**src/rtl/obj_line_scheduler.sv**
```systemverilog
// rtl/obj_line_scheduler.sv - per-scanline object scheduler for one renderer quadrant
//
// Purpose: during horizontal blanking, scan the object table one entry per
// cycle, keep the entries that cover the next scanline in this quadrant, and
// sort them nearest-first ({r, idx} ascending) into a shadow slot table. The
// shadow table is published to the active table on line_commit.
//
// Optional feature: define OBJ_SCHED_STATS_EN to add frame_start/drop_count.
//
// Ports:
//   clk           pixel-domain clock
//   rst           asynchronous reset, active-low
//   line_start    pulse; start a scan for line_y (restarts a running scan)
//   line_y        scanline to schedule, 0..479
//   line_commit   pulse at start of active video; publishes the shadow table
//   obj_idx       object table read index (table answers in the same cycle)
//   obj_active    entry active
//   obj_quadrant  entry quadrant
//   obj_r         entry distance, 0 = nearest
//   obj_y_pos     entry top row
//   slot_valid    active-table slot occupied, slot 0 = highest priority
//   slot_idx      active-table object index, slot k at [k*IDX_W +: IDX_W]
//   busy          scan in progress
//   overflow      more than SLOTS candidates on the last committed line
//   late_err      sticky: scan aborted, or commit arrived before scan finished
//   frame_start   (OBJ_SCHED_STATS_EN) clears drop_count
//   drop_count    (OBJ_SCHED_STATS_EN) saturating count of dropped/evicted candidates

module obj_line_scheduler #(
  parameter int OBJ_LIMIT = 16,
  parameter int SLOTS     = 4,
  parameter int QUADRANT  = 0,
  parameter int IDX_W     = 4
) (
  input  logic                   clk,
  input  logic                   rst,
  input  logic                   line_start,
  input  logic [9:0]             line_y,
  input  logic                   line_commit,
  output logic [IDX_W-1:0]       obj_idx,
  input  logic                   obj_active,
  input  logic [1:0]             obj_quadrant,
  input  logic [3:0]             obj_r,
  input  logic [9:0]             obj_y_pos,
  output logic [SLOTS-1:0]       slot_valid,
  output logic [SLOTS*IDX_W-1:0] slot_idx,
  output logic                   busy,
  output logic                   overflow,
`ifdef OBJ_SCHED_STATS_EN
  input  logic                   frame_start,
  output logic [7:0]             drop_count,
`endif
  output logic                   late_err
);

  typedef enum logic [1:0] {S_IDLE, S_SCAN, S_READY} state_t;

  state_t           state;
  logic [9:0]       line_y_q;
  logic [SLOTS-1:0] sh_valid;
  logic [IDX_W-1:0] sh_idx [SLOTS];
  logic [3:0]       sh_r   [SLOTS];
  logic             sh_ovf;

  logic [SLOTS-1:0] n_valid;
  logic [IDX_W-1:0] n_idx [SLOTS];
  logic [3:0]       n_r   [SLOTS];
  int               ins_pos;

  logic [10:0] obj_h;
  logic [10:0] obj_end;
  logic [10:0] row;
  logic        is_cand;
  logic        table_full;
  logic        cand_drop;
  logic        scan_last;

  // 11-bit compare so an object near the bottom does not wrap to the top rows
  assign obj_h      = 11'd64 - {6'd0, obj_r, 1'b0};
  assign obj_end    = {1'b0, obj_y_pos} + obj_h;
  assign row        = {1'b0, line_y_q};
  assign is_cand    = obj_active && (obj_quadrant == 2'(QUADRANT)) &&
                      ({1'b0, obj_y_pos} <= row) && (row < obj_end);
  assign table_full = sh_valid[SLOTS-1];
  assign cand_drop  = is_cand && table_full;
  assign scan_last  = (obj_idx == IDX_W'(OBJ_LIMIT - 1));

  // Sorted insertion. Valid slots are contiguous from slot 0 and sorted, and
  // the new entry has the largest idx seen so far, so it goes after every slot
  // with r <= its own r. A position of SLOTS means the candidate is dropped;
  // otherwise the tail shifts down and the last slot falls off when full.
  always_comb begin
    n_valid = sh_valid;
    n_idx   = sh_idx;
    n_r     = sh_r;
    ins_pos = 0;
    for (int k = 0; k < SLOTS; k++) begin
      if (sh_valid[k] && (sh_r[k] <= obj_r)) ins_pos = k + 1;
    end
    if (is_cand && (ins_pos < SLOTS)) begin
      for (int k = 1; k < SLOTS; k++) begin
        if (k > ins_pos) begin
          n_valid[k] = sh_valid[k-1];
          n_idx[k]   = sh_idx[k-1];
          n_r[k]     = sh_r[k-1];
        end
      end
      for (int k = 0; k < SLOTS; k++) begin
        if (k == ins_pos) begin
          n_valid[k] = 1'b1;
          n_idx[k]   = obj_idx;
          n_r[k]     = obj_r;
        end
      end
    end
  end

  always_ff @(posedge clk or negedge rst) begin
    if (!rst) begin
      state      <= S_IDLE;
      line_y_q   <= '0;
      obj_idx    <= '0;
      sh_valid   <= '0;
      sh_ovf     <= 1'b0;
      slot_valid <= '0;
      slot_idx   <= '0;
      busy       <= 1'b0;
      overflow   <= 1'b0;
      late_err   <= 1'b0;
      for (int k = 0; k < SLOTS; k++) begin
        sh_idx[k] <= '0;
        sh_r[k]   <= '0;
      end
    end else begin
      case (state)
        S_SCAN: begin
          sh_valid <= n_valid;
          sh_idx   <= n_idx;
          sh_r     <= n_r;
          if (cand_drop) sh_ovf <= 1'b1;
          if (scan_last) begin
            state   <= S_READY;
            busy    <= 1'b0;
            obj_idx <= '0;
          end else begin
            obj_idx <= obj_idx + 1'b1;
          end
          // Early commit: blank the line rather than show a partial table
          if (line_commit) begin
            slot_valid <= '0;
            late_err   <= 1'b1;
          end
        end
        S_READY: begin
          if (line_commit) begin
            slot_valid <= sh_valid;
            overflow   <= sh_ovf;
            for (int k = 0; k < SLOTS; k++) slot_idx[k*IDX_W +: IDX_W] <= sh_idx[k];
            state <= S_IDLE;
          end
        end
        default: ;
      endcase

      // A new scan starts from any state; placed last so it overrides the
      // scan progression above, while a same-cycle READY commit still
      // publishes the old shadow table first.
      if (line_start) begin
        if (state == S_SCAN) late_err <= 1'b1;
        line_y_q <= line_y;
        sh_valid <= '0;
        sh_ovf   <= 1'b0;
        obj_idx  <= '0;
        state    <= S_SCAN;
        busy     <= 1'b1;
        for (int k = 0; k < SLOTS; k++) begin
          sh_idx[k] <= '0;
          sh_r[k]   <= '0;
        end
      end
    end
  end

`ifdef OBJ_SCHED_STATS_EN
  // A drop only counts when the entry is really evaluated (not on an abort cycle)
  logic drop_event;
  assign drop_event = (state == S_SCAN) && !line_start && cand_drop;

  always_ff @(posedge clk or negedge rst) begin
    if (!rst) begin
      drop_count <= '0;
    end else if (frame_start) begin
      drop_count <= {7'd0, drop_event};
    end else if (drop_event && (drop_count != 8'hFF)) begin
      drop_count <= drop_count + 8'd1;
    end
  end
`endif

endmodule

```
**config.mk**
```make
export PLATFORM = sky130hd
export DESIGN_NAME = obj_line_scheduler
export DESIGN_NICKNAME = d
export VERILOG_FILES = /design/src/rtl/obj_line_scheduler.sv
export SDC_FILE = /design/constraint.sdc
export NUM_CORES = 1
export LEC_CHECK = 0
export ABC_AREA = 1
export CAP_MARGIN = 20
export CORE_MARGIN = 5
export CORE_UTILIZATION = 37
export CTS_CLUSTER_DIAMETER = 80
export DETAILED_ROUTE_END_ITERATION = 10
export PLACE_DENSITY = 0.67
export SLEW_MARGIN = 25
export SYNTH_ARGS = -nofsm -noshare
export SYNTH_HDL_FRONTEND = slang
export SYNTH_SLANG_ARGS = --single-unit
```
**constraint.sdc**
```tcl
create_clock -name clk -period 2.6 [get_ports clk]
set_input_delay 0.52 -clock clk [delete_from_list [all_inputs] [get_ports clk]]
set_output_delay 0.52 -clock clk [all_outputs]
set_load 0.05 [all_outputs]
```
==> reports/results.tsv <==
metric	value	unit
status	complete, but fails checks	
violations	setup timing	
whs	201	ps
cts_tree	yes	
antenna_found_initial	0	
area_growth	37.9	%
vias	4284	
syn_inst	578	
ys_seq_area_share	41.0	%
clock_path_buffers	2	
cts_sinks	76	
ys_top_cells_by_area	dfrtp_1 (41%), nand2_1 (13%), ha_1 (12%), nand3_1 (5.8%), inv_1 (5.0%)	
hold_violations	0	
die_x	122	microns
synth.top_cell.area_share	41.0	%
clock_skew	7.30	ps
ys_seq_elements	76	
n_antenna_cell	0	
drt-total-wl	12200	microns
root_buffer	clkbuf_16	
synthesis.nets	654	
synth_area_leader_cell	dfrtp_1	
worstPathArrival	3390	ps
fmax	322	MHz
finalWorstSetupSlack	-510	ps
start_util	37.2	%
cp_max_fo	6	
maxSlewHeadroom	51.9	%
dp_hpwl	8580	microns
nNetsFinal	765	
setup_viol	37	
core_area	12500	sq um
timing.hold.worst.class	input port to asynchronous set/reset pin	
synthFlopType	dfrtp_1	
ant_nets	0	
grt_pass1_vias	4307	
worst_pin_slew	722	ps
synth_edf_count	0	
fin_crit_sh	120	%
place_ws	-1450	ps
ios	58	
maxSlewViolCount	0	
die-area	14900	sq um
async_flop_share	100	%
grt_pass1_wl	20600	microns
endpoint_kind	flip-flop	
fp.dieH	122	microns
place_congestion	0.808	
first_pass_iters	7	
wire_per_inst	14.1	microns
insertion_delay	340	ps
synth_cell_types	34	
grt_use_total	17.3	%
first_iter_violations	243	
drc_errors	0	
rows	41	
rsz0062_at_grt	true	
synth_area	4640	sq um
grt_remaining_overflow	0	
portBuffers	57	
post_synth.cell_area_avg	8.03	sq um
peakVddDrop	0.268	mV
cts_buffers	9	
drive_above_1_share	22.5	%
leakagePower	3.18	nW
critical_path.startpoint_type	input port	
period_needed	3110	ps
criticalPathCategory	input port to flip-flop	
htreeDepth	3	
grt_max_degree	77	
power_density	524	nW/um^2
yosysWarnings	0	
max_cap_viol_count	0	
required	2880	ps
fin_util	51.3	%
viasPerCell	4.95	
path_clk_slew	60	ps
-- power by group --
group	internal (mW)	total, mW	switching (mW)
combinational	0.305	0.692	0.386
clock	0.896	1.40	0.503
sequential	1.22	1.27	0.0405
-- state kept, by name, indices dropped and copies added (netlist names), named ones only --
register and cells:
slot_valid 4, overflow 1, obj_idx 4, sh_idx 16, sh_valid 4, busy 1
line_y_q 10, sh_ovf 1, sh_r 16, state 2, slot_idx 16
-- layout by cell type, fill, tap and decap left out, types with 2 or more instances in the layout --
cell and n:
nand2_2 21, inv_4 2, nand4_2 2, dlygate4sd2_1 2, a21oi_1 21, clkbuf_16 9, o21ai_0 35, nand3_4 2
clkbuf_8 2, nand2_8 2, nand2_1 145, buf_4 47, nand3_1 48, xor2_1 6, dfrtp_1 76, nand3_2 5
o21bai_1 3, inv_2 6, nand4_1 4, mux2_2 11, nor2_1 43, clkdlybuf4s50_1 49, inv_1 55, xnor2_1 2
nor2_2 6, o21ai_1 5, nand2_4 3, ha_4 4, buf_6 9, a21oi_2 6, bufinv_16 2, ha_1 39
-- kinds of logic (layout without fill, tap and decap cells) --
group	Yosys count	in the layout	synth area share [%]
adder cells (fa/ha/maj)	45	45	12.3
multiplexers	11	11	2.67
XOR/XNOR	10	10	1.89
AO/OA/AOI/OAI	77	77	9.09
buffers and inverters	79	192	6.82
AND/OR/NAND/NOR	280	283	26.3
flip-flops	76	76	41.0
-- area by class of cell --
class                      count  area (sq um)
multi-input combinational    426          2680
timing repair buffer         112          1020
clock buffer                  11           253
tap                          172           215
fill                        1111          6060
sequential                    76          1900
clock inverter                 5          82.6
inverter                      64           249
-- through the flow --
stage / TNS (ps) / cell area (sq um) / power, mW / std cells
2_1_floorplan: -20870 / 4670 / 1.63 / 578
3_3_place_gp: -46520 / 5730 / 1.85 / 838
3_5_place_dp: -50350 / 5730 / 1.87 / 838
4_1_cts: -18030 / 6250 / 3.33 / 863
5_1_grt: -22730 / 6400 / 3.53 / 866
6_report: -17090 / 6400 / 3.36 / 866
-- worst max-delay path: stages --
cell and delay [ps]:
buf_8 80, clkinvlp_4 100, ha_4 200, xnor2_4 130, ha_4 280, buf_4 120
a21oi_2 60, o21ai_2 190, xor2_1 220, ha_1 270, nand2_2 90, inv_2 40
a21oi_2 100, nand2_1 70, nand2_1 60, nand2_1 50, nand2_1 70, nand2_2 60
nand2_4 90, nand3_4 160, nor2_2 260, nand3_1 110, nand2_1 70
-- repair_timing --
action,in CTS,in global routing
cloned,2,1
gates resized for setup,46,34
setup buffers,7,2
setup endpoints to repair,37,37
hold buffers,0,0
endpoints found under the hold margin,0,0
pin swaps,32,39
-- final timing paths --
path                                    startpoint                       to  slack, ps  cells past startpoint
max                                       obj_r[1]      sh_r[6]$_DFFE_PN0P_       -510                     23
min reg2reg                       busy$_DFFE_PN0P_         busy$_DFFE_PN0P_        480                      2
min in group clk                  busy$_DFFE_PN0P_         busy$_DFFE_PN0P_        480                      2
min                                            rst  line_y_q[0]$_DFFE_PN0P_        200                      1
max reg2reg                line_y_q[9]$_DFFE_PN0P_    sh_idx[7]$_DFFE_PN0P_        390                     10
max in group asynchronous                      rst  slot_idx[8]$_DFFE_PN0P_       1890                      1
-- metal layers --
metal	wire length (microns)	vias up	global-route usage, %	share of wire [%]
li1	-	2112	-	-
met1	5310	2042	21.5	43
met2	6170	106	29.4	50
met3	449	24	2.79	3.7
met4	295	0	7.91	2.4
met5	0	-	0	0
-- synthesized netlist by cell type, types with 2 or more instances --
library cell	instances
mux2_2	11
inv_1	62
nor2_1	45
o21ai_0	36
o21bai_1	4
buf_1	2
ha_1	44
o21ai_1	5
nand2_2	5
nor2_2	3
buf_2	4
xnor2_1	4
nand4_1	4
nand2_1	162
clkbuf_1	7
a21oi_1	26
dfrtp_1	76
xor2_1	6
inv_2	2
nand2_4	3
nand3_1	54
Note: power is estimated with default switching activity, not from simulation.
